File: src/rtl/rr_priority_encoder_pkg.sv
// Shared constants and the index-to-onehot helper used by the encoder and the decoder path.
package rr_priority_encoder_pkg;

  localparam int N = 16;
  localparam int W = 4;

  function automatic logic [N-1:0] onehot(input logic [W-1:0] idx);
    logic [N-1:0] v;
    v      = '0;
    v[idx] = 1'b1;
    return v;
  endfunction

endpackage

File: src/rtl/rr_priority_encoder_if.sv
// Request/acknowledge and index valid/ready bundle between requesters, encoder and consumer.
interface rr_priority_encoder_if;

  logic [rr_priority_encoder_pkg::N-1:0] req;
  logic [rr_priority_encoder_pkg::N-1:0] ack;
  logic                                  out_valid;
  logic [rr_priority_encoder_pkg::W-1:0] out_index;
  logic                                  out_ready;
  logic                                  busy;

  modport master (
    input  req,
    input  out_ready,
    output ack,
    output out_valid,
    output out_index,
    output busy
  );

  modport slave (
    output req,
    output out_ready,
    input  ack,
    input  out_valid,
    input  out_index,
    input  busy
  );

endinterface

File: src/rtl/rr_priority_encoder_rr_pick.sv
// Combinational rotating find-first-one: picks the first set bit of cand at or after ptr.
// Zero latency; no flow control of its own.
module rr_priority_encoder_rr_pick
  import rr_priority_encoder_pkg::*;
(
  input  logic [N-1:0] cand,
  input  logic [W-1:0] ptr,
  output logic [W-1:0] sel,
  output logic         found
);

  logic [2*N-1:0] dbl;
  logic [N-1:0]   rot;
  logic [W-1:0]   off;

  // rot[k] == cand[(ptr + k) mod N], so the lowest set bit of rot is the winner.
  always_comb begin
    dbl = {cand, cand} >> ptr;
    rot = dbl[N-1:0];
    off = '0;
    for (int k = N - 1; k >= 0; k--) begin
      if (rot[k]) begin
        off = W'(k);
      end
    end
    found = |cand;
    sel   = ptr + off;
  end

endmodule

File: src/rtl/rr_priority_encoder.sv
// Registered 16-to-4 round-robin encoder with one-hot ack on the output handshake.
// One cycle request-to-index latency; a stalled output freezes index, valid and pointer.
module rr_priority_encoder
  import rr_priority_encoder_pkg::*;
(
  input  logic                  clk,
  input  logic                  reset,
  rr_priority_encoder_if.master bus
);

  logic [W-1:0] ptr;
  logic [W-1:0] sel;
  logic         found;
  logic         load;
  logic [N-1:0] mask;
  logic [N-1:0] cand;

  assign load = !bus.out_valid || bus.out_ready;

  // Masking the held index even while it is being accepted stops a requester whose
  // req has not dropped yet from winning again on the very next edge.
  assign mask = bus.out_valid ? onehot(bus.out_index) : '0;
  assign cand = bus.req & ~mask;

  assign bus.ack  = (bus.out_valid && bus.out_ready) ? onehot(bus.out_index) : '0;
  assign bus.busy = bus.out_valid || (bus.req != '0);

  rr_priority_encoder_rr_pick u_pick (
    .cand  (cand),
    .ptr   (ptr),
    .sel   (sel),
    .found (found)
  );

  always_ff @(posedge clk) begin
    if (reset) begin
      bus.out_valid <= 1'b0;
      bus.out_index <= '0;
      ptr           <= '0;
    end else if (load) begin
      if (found) begin
        bus.out_valid <= 1'b1;
        bus.out_index <= sel;
        ptr           <= sel + W'(1);
      end else begin
        bus.out_valid <= 1'b0;
      end
    end
  end

endmodule

File: src/flat_wrapper.sv
// flat-port wrapper written by rule: the top's interface ports become plain ports
module rr_priority_encoder_flat import rr_priority_encoder_pkg::*;
  (clk, reset, bus_req, bus_out_ready, bus_ack, bus_out_valid, bus_out_index, bus_busy);
  rr_priority_encoder_if bus_i ();
  input  logic clk;
  input  logic reset;
  input wire logic [$bits(bus_i.req)-1:0] bus_req;
  input wire logic [$bits(bus_i.out_ready)-1:0] bus_out_ready;
  output wire logic [$bits(bus_i.ack)-1:0] bus_ack;
  output wire logic [$bits(bus_i.out_valid)-1:0] bus_out_valid;
  output wire logic [$bits(bus_i.out_index)-1:0] bus_out_index;
  output wire logic [$bits(bus_i.busy)-1:0] bus_busy;
  assign bus_i.req = bus_req;
  assign bus_i.out_ready = bus_out_ready;
  assign bus_ack = bus_i.ack;
  assign bus_out_valid = bus_i.out_valid;
  assign bus_out_index = bus_i.out_index;
  assign bus_busy = bus_i.busy;
  rr_priority_encoder u_core (.clk(clk), .reset(reset), .bus(bus_i));
endmodule
File: config.mk
export PLATFORM = sky130hd
export DESIGN_NAME = rr_priority_encoder_flat
export DESIGN_NICKNAME = d
export VERILOG_FILES = /design/src/rtl/rr_priority_encoder_pkg.sv /design/src/rtl/rr_priority_encoder_if.sv /design/src/rtl/rr_priority_encoder_rr_pick.sv /design/src/rtl/rr_priority_encoder.sv /design/src/flat_wrapper.sv
export SDC_FILE = /design/constraint.sdc
export NUM_CORES = 1
export LEC_CHECK = 0
export ABC_CLOCK_PERIOD_IN_PS = 3500
export BUFFER_PORTS_ARGS = -buffer_cell sky130_fd_sc_hd__clkbuf_2
export CORE_MARGIN = 10
export CORE_UTILIZATION = 36
export CTS_CLUSTER_DIAMETER = 200
export DETAILED_ROUTE_END_ITERATION = 8
export PLACE_DENSITY = 0.68
export SLEW_MARGIN = 20
export SYNTH_ARGS = -nofsm -noshare
export SYNTH_HDL_FRONTEND = slang
export SYNTH_SLANG_ARGS = --single-unit
File: constraint.sdc
create_clock -name clk -period 3.5 [get_ports clk]
set_clock_uncertainty 0.05 [all_clocks]
set_input_delay 0.525 -clock clk [delete_from_list [all_inputs] [get_ports clk]]
set_output_delay 0.525 -clock clk [all_outputs]
set_load 0.02 [all_outputs]
==> flow_metrics.env <==
export IMPL_fin_tns_setup_ns=-1.569
export IMPL_fin_cells=485
export IMPL_r2r_end="u_core.ptr[3]"
export IMPL_fillers=550
export IMPL_tritoncts="done"
export IMPL_min_path_type="reg -> reg"
export IMPL_yosysSeqAreaShare=0.07771
export IMPL_syn_inst=263
export IMPL_fp_dieW_um=100.3
export IMPL_routed_wl_um=9107
export IMPL_cp_arrival_ns=4.03
export IMPL_fmax_mhz=253.6
export IMPL_p_int_mw=1.750
export IMPL_antenna_found_initial=0
export IMPL_placed_cells=463
export IMPL_critPathRequiredTime_ns=3.59
export IMPL_syn_area_sq_mm=0.002318
export IMPL_relSlewSlack=0.5545
export IMPL_synth_compound_area_share=0.2693
export IMPL_finalHoldViolations=0
export IMPL_cts_root_buf="clkbuf_8"
export IMPL_sequentialPowerShare=0.058
export IMPL_violations="negative setup slack"
export IMPL_wl_per_cell_um=18.78
export IMPL_ys_flop_type="dfxtp_1"
export IMPL_dpl_hpwl_um=6635
export IMPL_synth_adder_area_share=0.03022
export IMPL_critPathLaunchType="flip-flop"
export IMPL_grt_remaining_overflow=0
export IMPL_ir_worst_vdd_v=0.0007377
export IMPL_worstMarginPinSlew_ns=0.6514
export IMPL_drive_gt1_frac=0.5956
export IMPL_dieHeight_um=100.3
export IMPL_clkPwrFrac=0.038
export IMPL_r2r_slack_ns=-0.44
export IMPL_async_flop_share=0
export IMPL_hp_start="u_core.bus.out_index[0]"
export IMPL_clock_latency_ns=0.23
export IMPL_status="finished with violations"
export IMPL_rows=29
export IMPL_synth_cell_type_count=72
export IMPL_grt_pass1_wl_um=14410
export IMPL_power_density_mw_per_mm2=851.4
export IMPL_maxCapViolations=0
export IMPL_period_share=1.127
export IMPL_ys_ff_latch=9
export IMPL_setup_ws_ns=-0.4439
export IMPL_ios=41
export IMPL_multi_input_area_sq_mm=0.002286
export IMPL_gp_congestion=0.9788
export IMPL_fin_crit_ns=3.944
export IMPL_mappedNetlistNets=287
export IMPL_min_delay_worst_endpoint="u_core.bus.out_index[0]"
export IMPL_synth_edff_count=0
export IMPL_area_growth_pct=65.03
export IMPL_syn_area_per_cell_sq_um=8.815
export IMPL_timing_rr_start="u_core.bus.out_valid"
export IMPL_min_path_cells=3
export IMPL_synth_area_mux_share=0.3195
export IMPL_numCtsBuffers=3
export IMPL_drt_iter0_markers=222
export IMPL_grt_max_degree=15
export IMPL_diodes=0
export IMPL_grt_pass1_vias=2928
export IMPL_num_vias=2844
export IMPL_switching_share=0.4629
export IMPL_synth_top_family_by_area="multiplexers"
export IMPL_core_area_sq_mm=0.006314
export IMPL_dp_slack_ns=-0.6068
export IMPL_drcViolationCount=0
export IMPL_path_class="reg -> reg"
export IMPL_total_power_mw=3.258
export IMPL_port_buffers=40
export IMPL_synth_simple_gate_area_frac=0.2175
export IMPL_initial_core_util=0.3672
export IMPL_area_sequential_sq_um=191.4
export IMPL_p_leak_nw=1.659
export IMPL_cts_sinks=9
export IMPL_cp_max_fo=6
export IMPL_cts_max_level=1
export IMPL_grt_usage=0.1698
export IMPL_whs_ns=0.6050
export IMPL_drv_slew=0
export IMPL_ant_nets=0
export IMPL_finalNetCount=433
export IMPL_die_area_sq_mm=0.01005
export IMPL_cts_path_max_buffers=2
export IMPL_end_kind="flip-flop"
export IMPL_hold_buffers=0
export IMPL_finalSetupViolCount=5
export IMPL_viasPerCell=5.864
export IMPL_rsz0062_at_grt="true"
export IMPL_rr_worst_depth=19
export IMPL_yosys_warnings=0
export IMPL_combPwrFrac=0.904
export IMPL_path_clk_slew_ns=0.05
export IMPL_synth_xor_area_share=0.01511
export IMPL_p_sw_mw=1.508
export IMPL_dr_pass1_iters=4
[critical path, stage by stage (launching register included)]
cell and delay [ns]:
dfxtp_4 0.34, or3b_4 0.34, o21ai_4 0.10, buf_4 0.14, mux4_2 0.47, mux2i_2 0.28, nor2_1 0.08, nor3_1 0.21
o22ai_2 0.13, a21oi_2 0.16, o221ai_2 0.10, ha_2 0.21, inv_2 0.05, fa_2 0.46, inv_2 0.09, nand3_2 0.08
nor2_2 0.10, nand3_1 0.09, mux2_4 0.29, o311ai_1 0.08
[Yosys cell counts (3+ instances only)]
master | number | area share
nor2_1 | 36 | 0.058
mux2i_1 | 25 | 0.11
o211ai_1 | 14 | 0.045
o21ai_2 | 11 | 0.042
mux4_2 | 10 | 0.097
dfxtp_1 | 9 | 0.078
mux4_1 | 7 | 0.079
nand2_1 | 7 | 0.011
inv_1 | 6 | 0.0097
nand2b_1 | 6 | 0.016
a211oi_1 | 5 | 0.016
a21oi_1 | 5 | 0.011
buf_2 | 5 | 0.011
buf_6 | 5 | 0.024
nand4_1 | 5 | 0.013
o21ai_0 | 5 | 0.011
buf_4 | 4 | 0.013
clkbuf_1 | 4 | 0.0065
ha_1 | 4 | 0.022
mux2_2 | 4 | 0.019
nand3_1 | 4 | 0.0086
o21ai_1 | 4 | 0.0086
o22ai_1 | 4 | 0.011
a22oi_1 | 3 | 0.0097
and2_1 | 3 | 0.0081
nand4b_1 | 3 | 0.011
nor3_1 | 3 | 0.0065
nor4_1 | 3 | 0.0081
o211a_1 | 3 | 0.013
xnor2_1 | 3 | 0.011
[cell usage in the layout (no fill, tap or decap), types with 4 or more instances in the layout]
| cell | instances |
|---|---|
| mux4_1 | 5 |
| buf_6 | 6 |
| buf_12 | 4 |
| buf_4 | 111 |
| inv_1 | 4 |
| mux2i_1 | 24 |
| o21ai_0 | 4 |
| a211oi_1 | 5 |
| clkbuf_2 | 40 |
| o211ai_1 | 14 |
| nand2_1 | 7 |
| nand2b_1 | 4 |
| dfxtp_1 | 4 |
| mux4_2 | 12 |
| nand4_1 | 5 |
| o21ai_4 | 14 |
| nor2_1 | 35 |
[cells by family (layout without fill, tap and decap cells)]
kind of cell / Yosys count / count (layout)
AO/OA/AOI/OAI: 79 / 79
XOR/XNOR: 4 / 4
adder cells (fa/ha/maj): 5 / 5
buffers and inverters: 27 / 172
flip-flops: 9 / 9
multiplexers: 49 / 49
AND/OR/NAND/NOR: 90 / 90
[through the flow]
stage                 util  instance area (sq um)
finish              0.6060                   3826
global route        0.6060                   3826
CTS                 0.5888                   3717
detailed placement  0.5315                   3356
global placement    0.5315                   3356
floorplan                -                   2374
[per-layer routing]
metal | global-route usage | wire [um] | vias to the layer above
met4 | 0.04348 | 138 | 0
met1 | 0.2051 | 3738 | 1410
met3 | 0.01236 | 388 | 12
met5 | 0 | 0 | -
met2 | 0.3136 | 4843 | 89
li1 | - | - | 1333
[worst max path at each step]
stage | start | end | slack (ns) | cells past startpoint
2_1_floorplan | u_core.bus.out_valid | u_core.ptr[3] | -0.35 | 20
5_1_grt | u_core.bus.out_valid | u_core.ptr[3] | -0.75 | 19
6_report | u_core.bus.out_valid | u_core.ptr[3] | -0.44 | 19
3_3_place_gp | u_core.bus.out_index[2] | u_core.ptr[3] | -0.49 | 17
3_5_place_dp | u_core.bus.out_valid | u_core.ptr[3] | -0.61 | 17
4_1_cts | u_core.bus.out_index[3] | u_core.ptr[3] | -0.38 | 19
[timing repair]
| action | CTS | global route |
|---|---|---|
| pin swaps | 21 | 11 |
| endpoints found under the setup margin | 6 | 6 |
| gates resized for setup | 40 | 14 |
| setup buffers | 15 | 4 |
[power groups by stage]
| stage | registers [mW] | logic, mW | clock network [mW] |
|---|---|---|---|
| floorplan | 0.200 | 1.50 | 0 |
| global placement | 0.182 | 2.40 | 0 |
| detailed placement | 0.183 | 2.44 | 0 |
| CTS | 0.188 | 2.74 | 0.127 |
| global route | 0.194 | 3.16 | 0.128 |
| finish | 0.190 | 2.95 | 0.123 |
[cell type report]
| cell class | instances | area share |
|---|---|---|
| Multi-Input combinational cell | 227 | 0.5974 |
| Sequential cell | 9 | 0.05003 |
| Clock buffer | 4 | 0.01177 |
| Tap cell | 77 | 0.02518 |
| Timing Repair Buffer | 161 | 0.3087 |
| Inverter | 7 | 0.006867 |
[state kept, by name, indices dropped and copies added, names as in the netlist]
name and count:
u_core.bus.out_index 4, u_core.bus.out_valid 1, u_core.ptr 4
Note: power is estimated with default switching activity, not from simulation.
